File: config.mk
export PLATFORM = sky130hd
export DESIGN_NAME = div_flat
export DESIGN_NICKNAME = d
export VERILOG_FILES = /design/src/rtl/div_if.sv /design/src/rtl/div.sv /design/src/flat_wrapper.sv
export SDC_FILE = /design/constraint.sdc
export NUM_CORES = 1
export LEC_CHECK = 0
export ABC_AREA = 1
export BUFFER_PORTS_ARGS = -buffer_cell sky130_fd_sc_hd__buf_2
export CAP_MARGIN = 20
export CORE_UTILIZATION = 35
export CTS_CLUSTER_DIAMETER = 80
export CTS_CLUSTER_SIZE = 25
export DETAILED_ROUTE_END_ITERATION = 10
export PLACE_DENSITY = 0.54
export SKIP_CTS_REPAIR_TIMING = 1
export SKIP_LAST_GASP = 1
export SLEW_MARGIN = 20
export SYNTH_ARGS = -nofsm -noshare
export SYNTH_HDL_FRONTEND = slang
export SYNTH_SLANG_ARGS = --single-unit
File: constraint.sdc
create_clock -name clk -period 2.95 [get_ports clk]
set_input_delay 0.295 -clock clk [delete_from_list [all_inputs] [get_ports clk]]
set_output_delay 0.295 -clock clk [all_outputs]
set_load 0.01 [all_outputs]
File: src/rtl/div_if.sv
// Request/response bundle between the execute stage and the iterative divider.
// Master drives operands, cancel and out_ready; slave returns in_ready and the held result.
interface div_if;
    logic        cancel;
    logic        in_valid;
    logic        in_ready;
    logic [31:0] x;
    logic [31:0] y;
    logic        div_signed;
    logic        use_mod;
    logic        out_valid;
    logic        out_ready;
    logic [31:0] div_result;
    logic        div_by_zero;

    modport master (
        output cancel, in_valid, x, y, div_signed, use_mod, out_ready,
        input  in_ready, out_valid, div_result, div_by_zero
    );

    modport slave (
        input  cancel, in_valid, x, y, div_signed, use_mod, out_ready,
        output in_ready, out_valid, div_result, div_by_zero
    );
endinterface

File: src/rtl/div.sv
// 32-bit restoring divider (quotient or remainder, signed or unsigned); optional DIV_FAST_EN early-out.
// Latency: out_valid rises 34 cycles after accept (2 on the fast path when DIV_FAST_EN is defined).
// Backpressure: result held in DONE until out_ready; in_ready only in IDLE and masked by cancel.
module div (
    input  logic clk,
    input  logic resetn,
    div_if.slave bus
);
    typedef enum logic [1:0] {IDLE, BUSY, FIX, DONE} state_t;

    state_t      state, state_nxt;
    logic [63:0] acc;
    logic [31:0] dvs;
    logic [5:0]  cnt;
    logic        q_neg, r_neg, mod_sel, zero_flag;

    logic        x_neg, y_neg, y_zero, accept, fast, keep, handshake;
    logic [31:0] x_mag, y_mag, quo_fix, rem_fix;
    logic [32:0] trial;
    logic [63:0] acc_iter;

    assign x_neg     = bus.div_signed & bus.x[31];
    assign y_neg     = bus.div_signed & bus.y[31];
    assign x_mag     = x_neg ? (32'd0 - bus.x) : bus.x;
    assign y_mag     = y_neg ? (32'd0 - bus.y) : bus.y;
    assign y_zero    = (bus.y == 32'd0);
    assign bus.in_ready = (state == IDLE) & ~bus.cancel;
    assign accept    = bus.in_valid & bus.in_ready;
    assign handshake = bus.out_valid & bus.out_ready;

`ifdef DIV_FAST_EN
    assign fast = y_zero | (x_mag < y_mag);
`else
    assign fast = 1'b0;
`endif

    // acc[63:31] is the upper 33 bits after the left shift; the partial remainder
    // is always below dvs, so a 33-bit difference is enough to carry the sign.
    assign trial    = acc[63:31] - {1'b0, dvs};
    assign keep     = ~trial[32];
    assign acc_iter = keep ? {trial[31:0], acc[30:0], 1'b1} : {acc[62:0], 1'b0};

    // Divide-by-zero leaves an all-ones quotient untouched; the remainder still
    // gets its sign back so it reproduces x exactly.
    assign quo_fix = (q_neg & ~zero_flag) ? (32'd0 - acc[31:0]) : acc[31:0];
    assign rem_fix = r_neg ? (32'd0 - acc[63:32]) : acc[63:32];

    always_comb begin
        state_nxt = state;
        case (state)
            IDLE: if (accept) state_nxt = fast ? FIX : BUSY;
            BUSY: if (cnt == 6'd31) state_nxt = FIX;
            FIX:  state_nxt = DONE;
            DONE: if (handshake) state_nxt = IDLE;
            default: state_nxt = IDLE;
        endcase
        if (bus.cancel) state_nxt = IDLE;
    end

    always_ff @(posedge clk or negedge resetn) begin
        if (!resetn) state <= IDLE;
        else         state <= state_nxt;
    end

    // out_valid is registered one cycle after the result lands in DONE.
    always_ff @(posedge clk or negedge resetn) begin
        if (!resetn) bus.out_valid <= 1'b0;
        else         bus.out_valid <= (state == DONE) & ~bus.cancel & ~handshake;
    end

    always_ff @(posedge clk or negedge resetn) begin
        if (!resetn) begin
            acc             <= 64'd0;
            dvs             <= 32'd0;
            cnt             <= 6'd0;
            q_neg           <= 1'b0;
            r_neg           <= 1'b0;
            mod_sel         <= 1'b0;
            zero_flag       <= 1'b0;
            bus.div_result  <= 32'd0;
            bus.div_by_zero <= 1'b0;
        end else begin
            case (state)
                IDLE: if (accept) begin
                    acc       <= fast ? {x_mag, {32{y_zero}}} : {32'd0, x_mag};
                    dvs       <= y_mag;
                    cnt       <= 6'd0;
                    q_neg     <= x_neg ^ y_neg;
                    r_neg     <= x_neg;
                    mod_sel   <= bus.use_mod;
                    zero_flag <= y_zero;
                end
                BUSY: begin
                    acc <= acc_iter;
                    cnt <= cnt + 6'd1;
                end
                FIX: if (!bus.cancel) begin
                    bus.div_result  <= mod_sel ? rem_fix : quo_fix;
                    bus.div_by_zero <= zero_flag;
                end
                default: ;
            endcase
        end
    end
endmodule

File: src/flat_wrapper.sv
// flat-port wrapper written by rule: the top's interface ports become plain ports
module div_flat 
  (clk, resetn, bus_cancel, bus_in_valid, bus_x, bus_y, bus_div_signed, bus_use_mod, bus_out_ready, bus_in_ready, bus_out_valid, bus_div_result, bus_div_by_zero);
  div_if bus_i ();
  input  logic clk;
  input  logic resetn;
  input wire logic [$bits(bus_i.cancel)-1:0] bus_cancel;
  input wire logic [$bits(bus_i.in_valid)-1:0] bus_in_valid;
  input wire logic [$bits(bus_i.x)-1:0] bus_x;
  input wire logic [$bits(bus_i.y)-1:0] bus_y;
  input wire logic [$bits(bus_i.div_signed)-1:0] bus_div_signed;
  input wire logic [$bits(bus_i.use_mod)-1:0] bus_use_mod;
  input wire logic [$bits(bus_i.out_ready)-1:0] bus_out_ready;
  output wire logic [$bits(bus_i.in_ready)-1:0] bus_in_ready;
  output wire logic [$bits(bus_i.out_valid)-1:0] bus_out_valid;
  output wire logic [$bits(bus_i.div_result)-1:0] bus_div_result;
  output wire logic [$bits(bus_i.div_by_zero)-1:0] bus_div_by_zero;
  assign bus_i.cancel = bus_cancel;
  assign bus_i.in_valid = bus_in_valid;
  assign bus_i.x = bus_x;
  assign bus_i.y = bus_y;
  assign bus_i.div_signed = bus_div_signed;
  assign bus_i.use_mod = bus_use_mod;
  assign bus_i.out_ready = bus_out_ready;
  assign bus_in_ready = bus_i.in_ready;
  assign bus_out_valid = bus_i.out_valid;
  assign bus_div_result = bus_i.div_result;
  assign bus_div_by_zero = bus_i.div_by_zero;
  div u_core (.clk(clk), .resetn(resetn), .bus(bus_i));
endmodule
==> impl_metrics.yaml <==
outcome:
  status: "finished, final reports clean"
clock_network:
  cts_tree: "done"
  numCtsBuffers: 17
  clockBufferDepth: 2
  clock-sinks: 142
  h-tree-depth: 4
  worstSkewPairLatency_ps: 440
  clockRootBuffer: "clkbuf_16"
  clkTransAtPathRegs_ps: 60
detailed_routing:
  num_vias: 13200
  drtIter0Drc: 1044
  wire_per_inst_um: 16.1
  wl_um: 41500
  drc: 0
  vias_per_cell: 5.11
  ant_nets: 0
  drt_pass1_iterations: 5
sta:
  fin_ws_ps: 459
  relSlewSlack: 0.339
  drv_slew: 0
  hold_viol: 0
  tns_ps: 0
  rsz0062_at_grt: "false"
  timing.final.crit_share: 0.844
  max_freq_mhz: 402
  fin_skew_ps: 11.2
  finalCriticalPeriod_ps: 2490
  setup_violations: 0
  worstMarginPinSlew_ps: 991
setup_path:
  path_buf_inv: 2
  cp.required_ps: 3270
  r2r_cells: 15
  regToRegStartpoint: "u_core.dvs[0]"
  worstSetupPathType: "reg2reg"
  crit_path_max_fanout: 18
  crit_slowest_cell: "dfrtp_1"
  slowest_delay_ps: 400
  ff2ff_setup_slack_ps: 460
  start_kind: "flop"
  cp-end-kind: "flop"
  critPathArrivalTime_ps: 2810
  path_cells: "ha_1 -> fa_1 -> inv_1 -> nand2_1 -> nand2_1 -> nand3_1 -> nand2_2 -> nand2_2 -> nand2_4 -> nand2_4 -> nand3_4 -> buf_4 -> nand3_1 -> nand3_1 -> nand2_1"
  cp_top_family: "simple AND/OR/NAND/NOR gates"
  rr_endpoint: "u_core.acc[40]"
synthesis:
  synth_ff_type: "dfrtp_1"
  netlist_area_mm2: 0.0123
  syn_area_per_cell_um2: 6.13
  synth.distinct_cells: 51
  synthArstFlopShare: 1.00
  yosys_warnings: 0
  synth-seq-area-share: 0.288
  syn-num-nets: 2127
  synth_edf_count: 0
  synth_cells: 2014
  ys_ff_latch: 142
cells_and_area:
  final_cell_mix: "nand2_1 (629), inv_1 (292), nand3_1 (244), nor2_1 (191), dfrtp_1 (142)"
  area.growth.synth_to_final_pct: 13.5
  fillers: 3769
  nNetsFinal: 2228
  layout-drive-gt1-share: 0.102
  n_antenna_cell: 0
  multi_input_area_mm2: 0.00741
  seq_area_mm2: 0.00355
  final_common_cell: "nand2_1"
die:
  initial_core_util: 0.356
  core_area_mm2: 0.0346
  num_rows: 68
  pin_count: 106
  die_area_mm2: 0.0360
  fp.dieH_um: 190
  die_w_um: 190
hold_path:
  min_to: "u_core.mod_sel"
  min-delay-start: "bus_use_mod"
  worstHoldPathType: "in2reg"
  hold_depth: 3
job:
  cap_viol_max_count: 0
grt:
  grt_use_total: 0.235
  grt_max_degree: 72
  grt_pass1_vias: 12000
  antenna_found_initial: 2
  grt_pass1_wl_um: 66000
  grt-ovfl-total: 0
placed_design:
  portBuffers: 105
  hpwl_um: 33400
  place_ws_ps: 476
  place_congestion: 0.929
power_and_ir_drop:
  leakage_uw: 0.00758
  ir_worst_vdd_v: 0.000431
  power_density_mw_per_mm2: 780
[synth_stat cells (5+ instances only)]
cell | count | share of area
o21ai_0 | 119 | 0.048
nor2_2 | 5 | 0.0025
buf_1 | 8 | 0.0024
nand3b_1 | 8 | 0.0049
nor3_1 | 19 | 0.0077
nand4_1 | 27 | 0.014
inv_2 | 5 | 0.0015
dfrtp_1 | 142 | 0.29
clkbuf_1 | 32 | 0.0097
o21bai_1 | 9 | 0.0055
or2_2 | 8 | 0.0041
a31oi_1 | 19 | 0.0096
buf_2 | 9 | 0.0036
nor2_1 | 192 | 0.058
o221ai_1 | 18 | 0.013
nand2_1 | 629 | 0.19
xor2_1 | 28 | 0.020
a21oi_1 | 71 | 0.029
nand2_2 | 17 | 0.0086
o22ai_1 | 5 | 0.0025
nand3_1 | 244 | 0.099
ha_1 | 41 | 0.042
xnor2_1 | 14 | 0.0099
inv_1 | 292 | 0.089
[power breakdown]
| group | switching, uW | leakage [uW] | internal, uW | total, uW |
|---|---|---|---|---|
| registers | 546 | 0.00182 | 2620 | 3160 |
| logic | 3790 | 0.00549 | 1790 | 5580 |
| clock network | 929 | 0.000266 | 1250 | 2180 |
| total | 5270 | 0.00758 | 5650 | 10900 |
[worst max path at each step]
stage / from / end / slack, ps / cells after the start
2_1_floorplan: u_core.dvs[0] / u_core.acc[41] / 800 / 17
4_1_cts: u_core.acc[53] / u_core.acc[61] / 470 / 13
5_1_grt: u_core.acc[53] / u_core.acc[40] / 250 / 13
3_3_place_gp: u_core.acc[60] / u_core.acc[61] / 480 / 13
6_report: u_core.dvs[0] / u_core.acc[40] / 460 / 15
3_5_place_dp: u_core.acc[53] / u_core.acc[61] / 480 / 13
[per-stage QoR]
stage | util | cells | total power, uW | area, um2 | hold slack [ps]
floorplan | - | 2014 | 6820 | 12300 | -0.591
global placement | 0.388 | 2550 | 8680 | 13400 | 370
detailed placement | 0.388 | 2550 | 8720 | 13400 | 376
CTS | 0.404 | 2581 | 10900 | 14000 | -101
global route | 0.404 | 2582 | 11800 | 14000 | 104
finish | 0.404 | 2582 | 10900 | 14000 | 63.7
[worst reg2reg max path, delay by kind of cell (launching register included)]
family | cells | cell delay, ps
AND/OR/NAND/NOR | 11 | 1040
adder cells (fa/ha/maj) | 2 | 630
flip-flops | 1 | 400
buffers and inverters | 2 | 320
[kinds of logic (layout without fill, tap and decap cells)]
kind of cell,Yosys count,after routing,share of synthesized area
AO/OA/AOI/OAI,262,262,0.121
XOR/XNOR,42,42,0.0298
adder cells (fa/ha/maj),42,42,0.0432
buffers and inverters,355,468,0.112
AND/OR/NAND/NOR,1171,1171,0.406
flip-flops,142,142,0.288
[area by class of cell]
| cell class | count | area share |
|---|---|---|
| clock inverters | 12 | 0.00992 |
| multi-input cells | 1517 | 0.529 |
| flip-flops and latches | 142 | 0.254 |
| well taps | 455 | 0.0407 |
| repair buffers | 137 | 0.0553 |
| clock buffers | 19 | 0.0309 |
| inverters | 300 | 0.0804 |
[registers in the layout, indices dropped and copies added (netlist names)]
register / flops
u_core.cnt: 6
u_core.bus.out_valid: 1
u_core.r_neg: 1
u_core.mod_sel: 1
u_core.q_neg: 1
u_core.state: 2
u_core.acc: 64
u_core.bus.div_by_zero: 1
u_core.zero_flag: 1
u_core.dvs: 32
u_core.bus.div_result: 32
[layer usage]
metal,track usage,routed length [um],up-vias
met5,0,10,-
met4,0.0518,545,2
met3,0.0325,2030,34
met2,0.359,18100,330
met1,0.348,20900,6147
li1,-,-,6678
(Power assumes the default switching activity.)
